## src/rtl/tls_pkg.sv

```systemverilog
// rtl/tls_pkg.sv - light codes, phase encoding and board helpers for the junction scheduler
package tls_pkg;

   localparam logic [4:0] LIGHT_RED   = 5'b10000;
   localparam logic [4:0] LIGHT_GREEN = 5'b00111;
   localparam logic [4:0] LIGHT_AMBER = 5'b01000;

   localparam logic [1:0] BOARD_B = 2'd0;
   localparam logic [1:0] BOARD_L = 2'd1;
   localparam logic [1:0] BOARD_F = 2'd2;
   localparam logic [1:0] BOARD_R = 2'd3;

   typedef enum logic [1:0] {
      ALL_RED = 2'd0,
      GREEN   = 2'd1,
      AMBER   = 2'd2
   } phase_t;

   // Index of the lowest set bit; callers only use it on a non-zero vector.
   function automatic logic [1:0] lowest_index(input logic [3:0] v);
      logic [1:0] idx;
      casez (v)
         4'b???1: idx = BOARD_B;
         4'b??10: idx = BOARD_L;
         4'b?100: idx = BOARD_F;
         default: idx = BOARD_R;
      endcase
      return idx;
   endfunction

   // Full 20-bit board pattern: selected board shows the phase colour, the rest red.
   function automatic logic [19:0] board_lights(input phase_t ph, input logic [1:0] sel);
      logic [19:0] v;
      v = {4{LIGHT_RED}};
      for (int i = 0; i < 4; i++) begin
         if (2'(i) == sel) begin
            if (ph == GREEN) begin
               v[i*5 +: 5] = LIGHT_GREEN;
            end else if (ph == AMBER) begin
               v[i*5 +: 5] = LIGHT_AMBER;
            end
         end
      end
      return v;
   endfunction

endpackage

```

## src/rtl/grant_select.sv

```systemverilog
// rtl/grant_select.sv - picks the next green board from emergency, load and round-robin sources
module grant_select
   import tls_pkg::*;
(
   input  logic [3:0] emer_req,
   input  logic [3:0] load_req,
   input  logic [1:0] board_sel,
   output logic [1:0] grant,
   output logic       is_emer
);

   logic [3:0] load_others;
   logic [3:0] load_cand;

   // Emergency beats load beats round-robin; a loaded board yields to any other loaded board.
   always_comb begin
      grant       = board_sel + 2'd1;
      is_emer     = 1'b0;
      load_others = load_req & ~(4'b0001 << board_sel);
      load_cand   = (load_others != 4'd0) ? load_others : load_req;
      if (emer_req != 4'd0) begin
         grant   = lowest_index(emer_req);
         is_emer = 1'b1;
      end else if (load_req != 4'd0) begin
         grant = lowest_index(load_cand);
      end
   end

endmodule

```

## src/rtl/signal_phase_scheduler.sv

```systemverilog
// rtl/signal_phase_scheduler.sv - green/amber/all-red sequencer for the four junction boards
module signal_phase_scheduler
   import tls_pkg::*;
#(
   parameter int GREEN_TICKS  = 16,
   parameter int AMBER_TICKS  = 4,
   parameter int ALLRED_TICKS = 2
) (
   input  logic        clk,
   input  logic        reset,
   input  logic        tick,
   input  logic [3:0]  load_req,
   input  logic [3:0]  emer_req,
   output logic [19:0] lights,
   output logic [1:0]  board_sel,
   output logic [3:0]  countdown,
   output logic        emer_active,
   output logic        phase_start
);

   localparam logic [3:0] GREEN_LOAD  = 4'(GREEN_TICKS - 1);
   localparam logic [3:0] AMBER_LOAD  = 4'(AMBER_TICKS - 1);
   localparam logic [3:0] ALLRED_LOAD = 4'(ALLRED_TICKS - 1);

   phase_t     state, state_nxt;
   logic [3:0] cnt, cnt_nxt;
   logic [1:0] sel_nxt;
   logic       emer_nxt;
   logic       start_nxt;
   logic [3:0] others_emer;
   logic [1:0] grant;
   logic       grant_is_emer;

   grant_select u_grant (
      .emer_req  (emer_req),
      .load_req  (load_req),
      .board_sel (board_sel),
      .grant     (grant),
      .is_emer   (grant_is_emer)
   );

   // Phase sequencing: everything moves only on tick; cnt==0 on a tick ends the phase.
   always_comb begin
      state_nxt   = state;
      cnt_nxt     = cnt;
      sel_nxt     = board_sel;
      emer_nxt    = emer_active;
      start_nxt   = 1'b0;
      others_emer = emer_req & ~(4'b0001 << board_sel);
      if (tick) begin
         case (state)
            ALL_RED: begin
               if (cnt == 4'd0) begin
                  state_nxt = GREEN;
                  cnt_nxt   = GREEN_LOAD;
                  sel_nxt   = grant;
                  emer_nxt  = grant_is_emer;
                  start_nxt = 1'b1;
               end else begin
                  cnt_nxt = cnt - 4'd1;
               end
            end
            GREEN: begin
               if (others_emer != 4'd0) begin
                  state_nxt = AMBER;
                  cnt_nxt   = AMBER_LOAD;
               end else if (cnt == 4'd0) begin
                  if (emer_req[board_sel]) begin
                     cnt_nxt  = GREEN_LOAD;
                     emer_nxt = 1'b1;
                  end else begin
                     state_nxt = AMBER;
                     cnt_nxt   = AMBER_LOAD;
                  end
               end else begin
                  cnt_nxt = cnt - 4'd1;
               end
            end
            AMBER: begin
               if (cnt == 4'd0) begin
                  state_nxt = ALL_RED;
                  cnt_nxt   = ALLRED_LOAD;
                  emer_nxt  = 1'b0;
               end else begin
                  cnt_nxt = cnt - 4'd1;
               end
            end
            default: begin
               state_nxt = ALL_RED;
               cnt_nxt   = ALLRED_LOAD;
               emer_nxt  = 1'b0;
            end
         endcase
      end
   end

   // State, counter and registered outputs; reset drops the junction to all-red at once.
   always_ff @(posedge clk or negedge reset) begin
      if (!reset) begin
         state       <= ALL_RED;
         cnt         <= ALLRED_LOAD;
         board_sel   <= BOARD_R;
         emer_active <= 1'b0;
         phase_start <= 1'b0;
         lights      <= {4{LIGHT_RED}};
         countdown   <= 4'd0;
      end else begin
         state       <= state_nxt;
         cnt         <= cnt_nxt;
         board_sel   <= sel_nxt;
         emer_active <= emer_nxt;
         phase_start <= start_nxt;
         lights      <= board_lights(state_nxt, sel_nxt);
         countdown   <= (state_nxt == ALL_RED) ? 4'd0 : cnt_nxt;
      end
   end

endmodule

```

## config.mk

```make
export PLATFORM = sky130hd
export DESIGN_NAME = signal_phase_scheduler
export DESIGN_NICKNAME = d
export VERILOG_FILES = /design/src/rtl/tls_pkg.sv /design/src/rtl/grant_select.sv /design/src/rtl/signal_phase_scheduler.sv
export SDC_FILE = /design/constraint.sdc
export NUM_CORES = 1
export LEC_CHECK = 0
export ABC_AREA = 1
export CORE_UTILIZATION = 52
export DETAILED_ROUTE_END_ITERATION = 6
export PLACE_DENSITY = 0.84
export SLEW_MARGIN = 25
export SYNTH_ARGS = -nofsm -noshare
export SYNTH_HDL_FRONTEND = slang
export SYNTH_HIERARCHICAL = 1
export SYNTH_SLANG_ARGS = --single-unit
```

## constraint.sdc

```tcl
create_clock -name clk -period 4.94 [get_ports clk]
set_input_delay 0.741 -clock clk [delete_from_list [all_inputs] [get_ports clk]]
set_output_delay 0.741 -clock clk [all_outputs]
set_load 0.1 [all_outputs]
```

==> reports/qor.yml <==
hold_slack_ns: 0.385
seq_area_sq_um: 659
ff2ff_path_depth: 16
finalSetupTns_ns: 0
r2r_setup_slack_ns: 2.73
cts_resized: 0
initial_core_util_pct: 54.9
yosysUniqueCellTypes: 24
coreArea_sq_um: 2760
dpl_cell_area_sq_um: 1860
startpoint: "board_sel[0]"
synthToLayoutAreaGrowth_pct: 24.8
vias: 1312
setup_viol: 0
worstPathArrival_ns: 2.13
ys_seq_area_share_pct: 43.5
hold_class: "input pin to async pin"
path_buf_inv: 1
clk_latency_ns: 0.32
grt_overflow: 0
numCtsBuffers: 3
grt_setup_unrepaired: "no"
first_pass_iters: 4
grt_pass1_wl_mm: 5.06
drtAntennaViolNets: 0
viasPerCell: 5.01
crit_slowest_cell: "clkdlybuf4s50_1"
dp_hpwl_mm: 2.26
stdcell_area_sq_um: 1890
hold_buffers: 0
maxCapViolCount: 0
n_antenna_cell: 0
drive_gt1_share_pct: 13.9
crit_fanout: 10
ys_ff_latch: 26
r2r_start: "board_sel[0]"
htree_levels: 1
drc_errors: 0
wl_per_cell_microns: 11.3
syn_inst: 198
synth_area_leaders: "dfrtp_1 31%, nand2_1 16%, dfstp_2 12%"
synth_top_area_share_pct: 31.4
max_freq_ghz: 0.348
clockBufferDepth: 2
dieArea_sq_um: 3130
cts.sinks: 26
routabilityCongestion: 0.893
cp_slowest_stage_delay_ns: 1.17
cts_tree: "built"
antenna_found_initial: 0
dp_cells: 258
boundaryPins: 39
path_cells: "clkdlybuf4s50_1"
cts_root_buffer: "clkbuf_4"
status: "finished, final reports clean"
cp-end-kind: "output pin"
startpoint_type: "flop"
post-cts-setup-buffers: 0
stdcell_count: 262
yosys_warnings: 6
syn-num-nets: 216
rows: 19
fp.dieH_microns: 56.0
fin_nets: 250
multiInputGateArea_sq_um: 678
critical_path_class: "flop to output pin"
required_ns: 4.20
grt_pass1_vias: 1232
worstMarginPinSlew_ns: 0.979
path_delay_family: "buffers and inverters"
clkSlewWorstSetupHoldPaths_ns: 0.14
maxSlewHeadroom_pct: 34.5
avgSynthCellArea_sq_um: 7.65
fin_skew_ns: 0.0160
hold_viol_final: 0
portBuffers: 38
syn_area_sq_um: 1520
fillCellCount: 225
final-max-slew-violation-count: 0
synth_top_area_cell: "dfrtp_1"
grt_use_total_pct: 20.4
finalCritPeriodShare_pct: 58.1
worstReg2RegEnd: "lights[8]"
drt-total-wl_mm: 2.97
timing.final.crit_period_ns: 2.87
grt_max_degree: 27
die_x_microns: 56.0
drt_iter0_drc: 41
==> worst max-delay path by stage <==
stage / endpoint / slack [ns] / cells past startpoint
final: board_sel[0] / 2.07 / 1
after global routing: board_sel[0] / 2.02 / 1
after CTS: board_sel[0] / 2.05 / 1
after detailed placement: countdown[0] / 2.38 / 12
after global placement: board_sel[0] / 2.42 / 1
after floorplan: lights[7] / 2.55 / 16
==> cell usage in the layout (no fill, tap or decap), drive strengths merged <==
| master | count |
|---|---|
| nand2 | 65 |
| a31oi | 1 |
| dfrtp | 19 |
| a211oi | 1 |
| nor2 | 26 |
| ha | 7 |
| a21oi | 10 |
| clkbuf | 4 |
| o21ai | 9 |
| nand3 | 12 |
| clkdlybuf4s50 | 37 |
| dfstp | 7 |
| buf | 1 |
| and2 | 1 |
| nor3 | 1 |
| inv | 30 |
==> per-stage QoR <==
step | setup slack, ns | util [%]
CTS | 2.05 | 68.6
finish | 2.07 | 68.6
detailed placement | 2.38 | 67.6
global placement | 2.42 | 67.8
global route | 2.02 | 68.6
floorplan | 2.55 | -
==> cell type report <==
| type | instances | share of cell area (%) |
|---|---|---|
| Multi-Input combinational cell | 133 | 35.9 |
| Sequential cell | 26 | 34.9 |
| Timing Repair Buffer | 38 | 19.9 |
| Inverter | 30 | 5.96 |
| Tap cell | 31 | 2.05 |
| Clock buffer | 4 | 1.39 |
==> synth_stat cells <==
| cell type | number |
|---|---|
| a211oi_1 | 1 |
| a21oi_1 | 10 |
| a31oi_1 | 1 |
| and2_1 | 1 |
| buf_4 | 8 |
| clkbuf_2 | 1 |
| dfrtp_1 | 19 |
| dfstp_2 | 7 |
| ha_1 | 7 |
| inv_1 | 21 |
| inv_2 | 9 |
| nand2_1 | 63 |
| nand2_2 | 1 |
| nand2_4 | 1 |
| nand3_1 | 11 |
| nand3_4 | 1 |
| nor2_1 | 21 |
| nor2_2 | 3 |
| nor2_4 | 1 |
| nor2_8 | 1 |
| nor3_1 | 1 |
| o21ai_0 | 3 |
| o21ai_1 | 2 |
| o21ai_2 | 4 |
==> flip-flops by register name, indices dropped and copies added (netlist names) <==
name and cells:
countdown 4, state 2, cnt 4, lights 12, board_sel 2, phase_start 1, emer_active 1
==> cells by family after synthesis <==
family,count (synthesis),synth area share [%]
AO/OA/AOI/OAI,21,8.18
AND/OR/NAND/NOR,105,30.8
buffers and inverters,39,11.7
flip-flops,26,43.5
adder cells (fa/ha/maj),7,5.78
==> layer usage <==
| layer | up-vias | share of wire (%) | GRT usage, % |
|---|---|---|---|
| li1 | 671 | - | - |
| met1 | 614 | 43 | 24.7 |
| met2 | 25 | 53 | 38.3 |
| met3 | 2 | 3.3 | 3.49 |
| met4 | 0 | 0.30 | 3.14 |
| met5 | - | 0 | 0 |
Power is not shown: default switching activity piles up to over one toggle a cycle in this logic, so the estimate is an artifact.
==> patch: new RTL, config.mk and constraints unchanged <==
Remove the register `lights`: a continuous assignment takes its place, so the output `lights` follows one clock earlier.
--- a/src/rtl/signal_phase_scheduler.sv
+++ b/src/rtl/signal_phase_scheduler.sv
@@ -104,3 +104,2 @@
          phase_start <= 1'b0;
-         lights      <= {4{LIGHT_RED}};
          countdown   <= 4'd0;
@@ -112,3 +111,2 @@
          phase_start <= start_nxt;
-         lights      <= board_lights(state_nxt, sel_nxt);
          countdown   <= (state_nxt == ALL_RED) ? 4'd0 : cnt_nxt;
@@ -117,2 +115,4 @@
 
+   assign lights = board_lights(state_nxt, sel_nxt);
+
 endmodule
Function: changed (a bounded check fails within 4 cycles, from zero or initial values and one cycle with reset low).
==> patch against the original RTL <==
  * Clock skew decreased by 0.015 ns
  * Synthesized area decreased by 21%
  * Final cell count decreased by 5.7%
  * Setup slack got worse by 0.71 ns
  * Sequential share of layout area decreased by 12 points
  * Cell area decreased by 19%
  * Synthesized cell count decreased by 6.1%
  * Sequential cell count decreased by 12
  * Die area decreased by 20%
  * Routed wire length decreased by 10%
  * Critical path type is now in2out
  * Largest cell class unchanged
Power is not shown: default switching activity piles up to over one toggle a cycle in this logic, so the estimate is an artifact.
==> patch: results (changes against the original RTL) <==
----------------------------------------------------
[Outcome]
  Result of the run ... finished, final reports clean

[Detailed routing]
  WL per Instance ... 10.8 um (-5.0%)
  Starting DRC count in detailed routing ... 33 (-20%)
  Routed length on met1 ... 1150 um (-10%)
  Via count ... 1,223 (-6.8%)
  Wire length on met3 ... 171 um (+74%)
  Routed length on met2 ... 1330 um (-16%)

[GRT]
  Vias in the first global route ... 1,102 (-11%)
  GRT Total Usage ... 24.1% (+3.7 points)
  Global-route wire length before repair ... 4570 um (-9.8%)
  Pin count of the biggest net entering global routing ... 15 (-44%)

[Synthesis]
  Synth top area cells ... sky130_fd_sc_hd__dfrtp_1 (23%), sky130_fd_sc_hd__nand2_1 (20%), sky130_fd_sc_hd__inv_1 (7.8%), sky130_fd_sc_hd__ha_1 (7.3%), sky130_fd_sc_hd__dfstp_2 (6.6%)
  Post-synth net total ... 204 (-5.6%)
  Post-synth top area share ... 22.9% (-8.5 points)
  Adder and majority cell fraction of the synthesized area ... 7.29% (+1.5 points)
  Most frequent cells after synthesis ... sky130_fd_sc_hd__nand2_1 (63), sky130_fd_sc_hd__inv_1 (25), sky130_fd_sc_hd__nor2_1 (21)
  Share of synthesized area occupied by flip-flops and latches ... 29.5% (-14 points)
  Complex-gate fraction of the synthesized area ... 10.0% (+1.8 points)
  Count of unique library cells instantiated by Yosys ... 23 (-4.2%)

[Hold path]
  Worst hold path class ... reg2reg

[Clock tree]
  Post-CTS setup-driven buffer insertion count ... 0 (unchanged)
  Clock edge transition at the registers on the reported setup and hold paths ... 0.08 ns (-0.06 ns)
  Resize count post-CTS ... 0 (unchanged)
  Latest clock arrival within the worst-skew pair ... 0.28 ns (-0.04 ns)

[Critical path]
  Kind of cell adding the most delay to the critical path ... buffers and inverters
  Worst Path Arrival ... 2.84 ns (+0.71 ns)
  Critical path fanouts, max ... 4 (-6)
  Reg2reg setup slack ... 2.82 ns (+0.09 ns)
  Reg2Reg Capture Point ... countdown[0]$_DFF_PN0_
  Cells on worst reg2reg path ... 11 (-5)
  Start of the worst register-to-register path ... board_sel[0]$_DFF_PN1_
  Peak per-stage delay on the critical path ... 0.53 ns (-0.64 ns)

[STA]
  Worst Clk Skew ... 0.00121 ns (-0.0148 ns)
  Slew Limit Fails ... 0 (unchanged)
  Worst-margin pin slew ... 0.980 ns (+0.000742 ns)

[Layout]
  Registers with the highest flip-flop counts ... cnt x4, countdown x4
  Fraction of final layout cells sized beyond drive strength 1 ... 19.6% (+5.8 points)
  Layout Nets ... 238 (-4.8%)

[Place]
  Placed wire-length estimate ... 2090 um (-7.3%)
  Port Buffers ... 38 (unchanged)
  Gpl congestion ... 0.865 (-3.1%)

----------------------------------------------------
## patch: cell count changes in the layout (fill, tap and decap cells not counted), moves of 2 or more
| cell | unedited run | this run |
|---|---|---|
| sky130_fd_sc_hd__buf_4 | 0 | 20 |
| sky130_fd_sc_hd__clkdlybuf4s50_1 | 37 | 18 |
| sky130_fd_sc_hd__dfrtp_1 | 19 | 11 |
| sky130_fd_sc_hd__dfstp_2 | 7 | 3 |
| sky130_fd_sc_hd__inv_1 | 21 | 25 |
| sky130_fd_sc_hd__inv_2 | 9 | 5 |
| sky130_fd_sc_hd__o21ai_0 | 3 | 5 |
## patch: how the worst max path moves through the flow
| stage | from | cells after the start | to |
|---|---|---|---|
| detailed placement | emer_req[2] | 13 | lights[4] |
| global route | board_sel[0]$_DFF_PN1_ | 16 | lights[2] |
| floorplan | board_sel[0]$_DFF_PN1_ | 16 | lights[1] |
| CTS | emer_req[2] | 13 | lights[4] |
| global placement | emer_req[2] | 13 | lights[4] |
| finish | emer_req[3] | 13 | lights[4] |
## patch: stage by stage
| stage | cell area, um^2 | instances | util (%) | hold WS [ns] | worst slack, ns |
|---|---|---|---|---|---|
| floorplan | 1200 | 186 | - | 0.445 | 0.214 |
| global placement | 1500 | 243 | 68.5 | 0.456 | 1.45 |
| detailed placement | 1500 | 243 | 68.5 | 0.458 | 1.38 |
| CTS | 1540 | 247 | 70.2 | 0.478 | 1.37 |
| global route | 1540 | 247 | 70.2 | 0.535 | 1.07 |
| finish | 1540 | 247 | 70.2 | 0.474 | 1.36 |
## patch: kinds of logic after synthesis
group / after synthesis
flops: 14
fa+ha+maj: 7
compound gates: 21
buf+inv: 39
simple gates: 105
## patch: layout make-up
| class | instances | area, um^2 |
|---|---|---|
| clock buffer | 4 | 36.3 |
| tap | 28 | 35.0 |
| timing repair buffer | 38 | 330 |
| inverter | 30 | 113 |
| multi-input combinational | 133 | 669 |
| sequential | 14 | 354 |
| fill | 184 | 653 |
## patch: layer usage
| layer | vias up | global-route usage [%] |
|---|---|---|
| li1 | 629 | - |
| met1 | 544 | 28.7 |
| met2 | 48 | 42.7 |
| met3 | 2 | 5.86 |
| met4 | 0 | 5.71 |
| met5 | - | 0 |
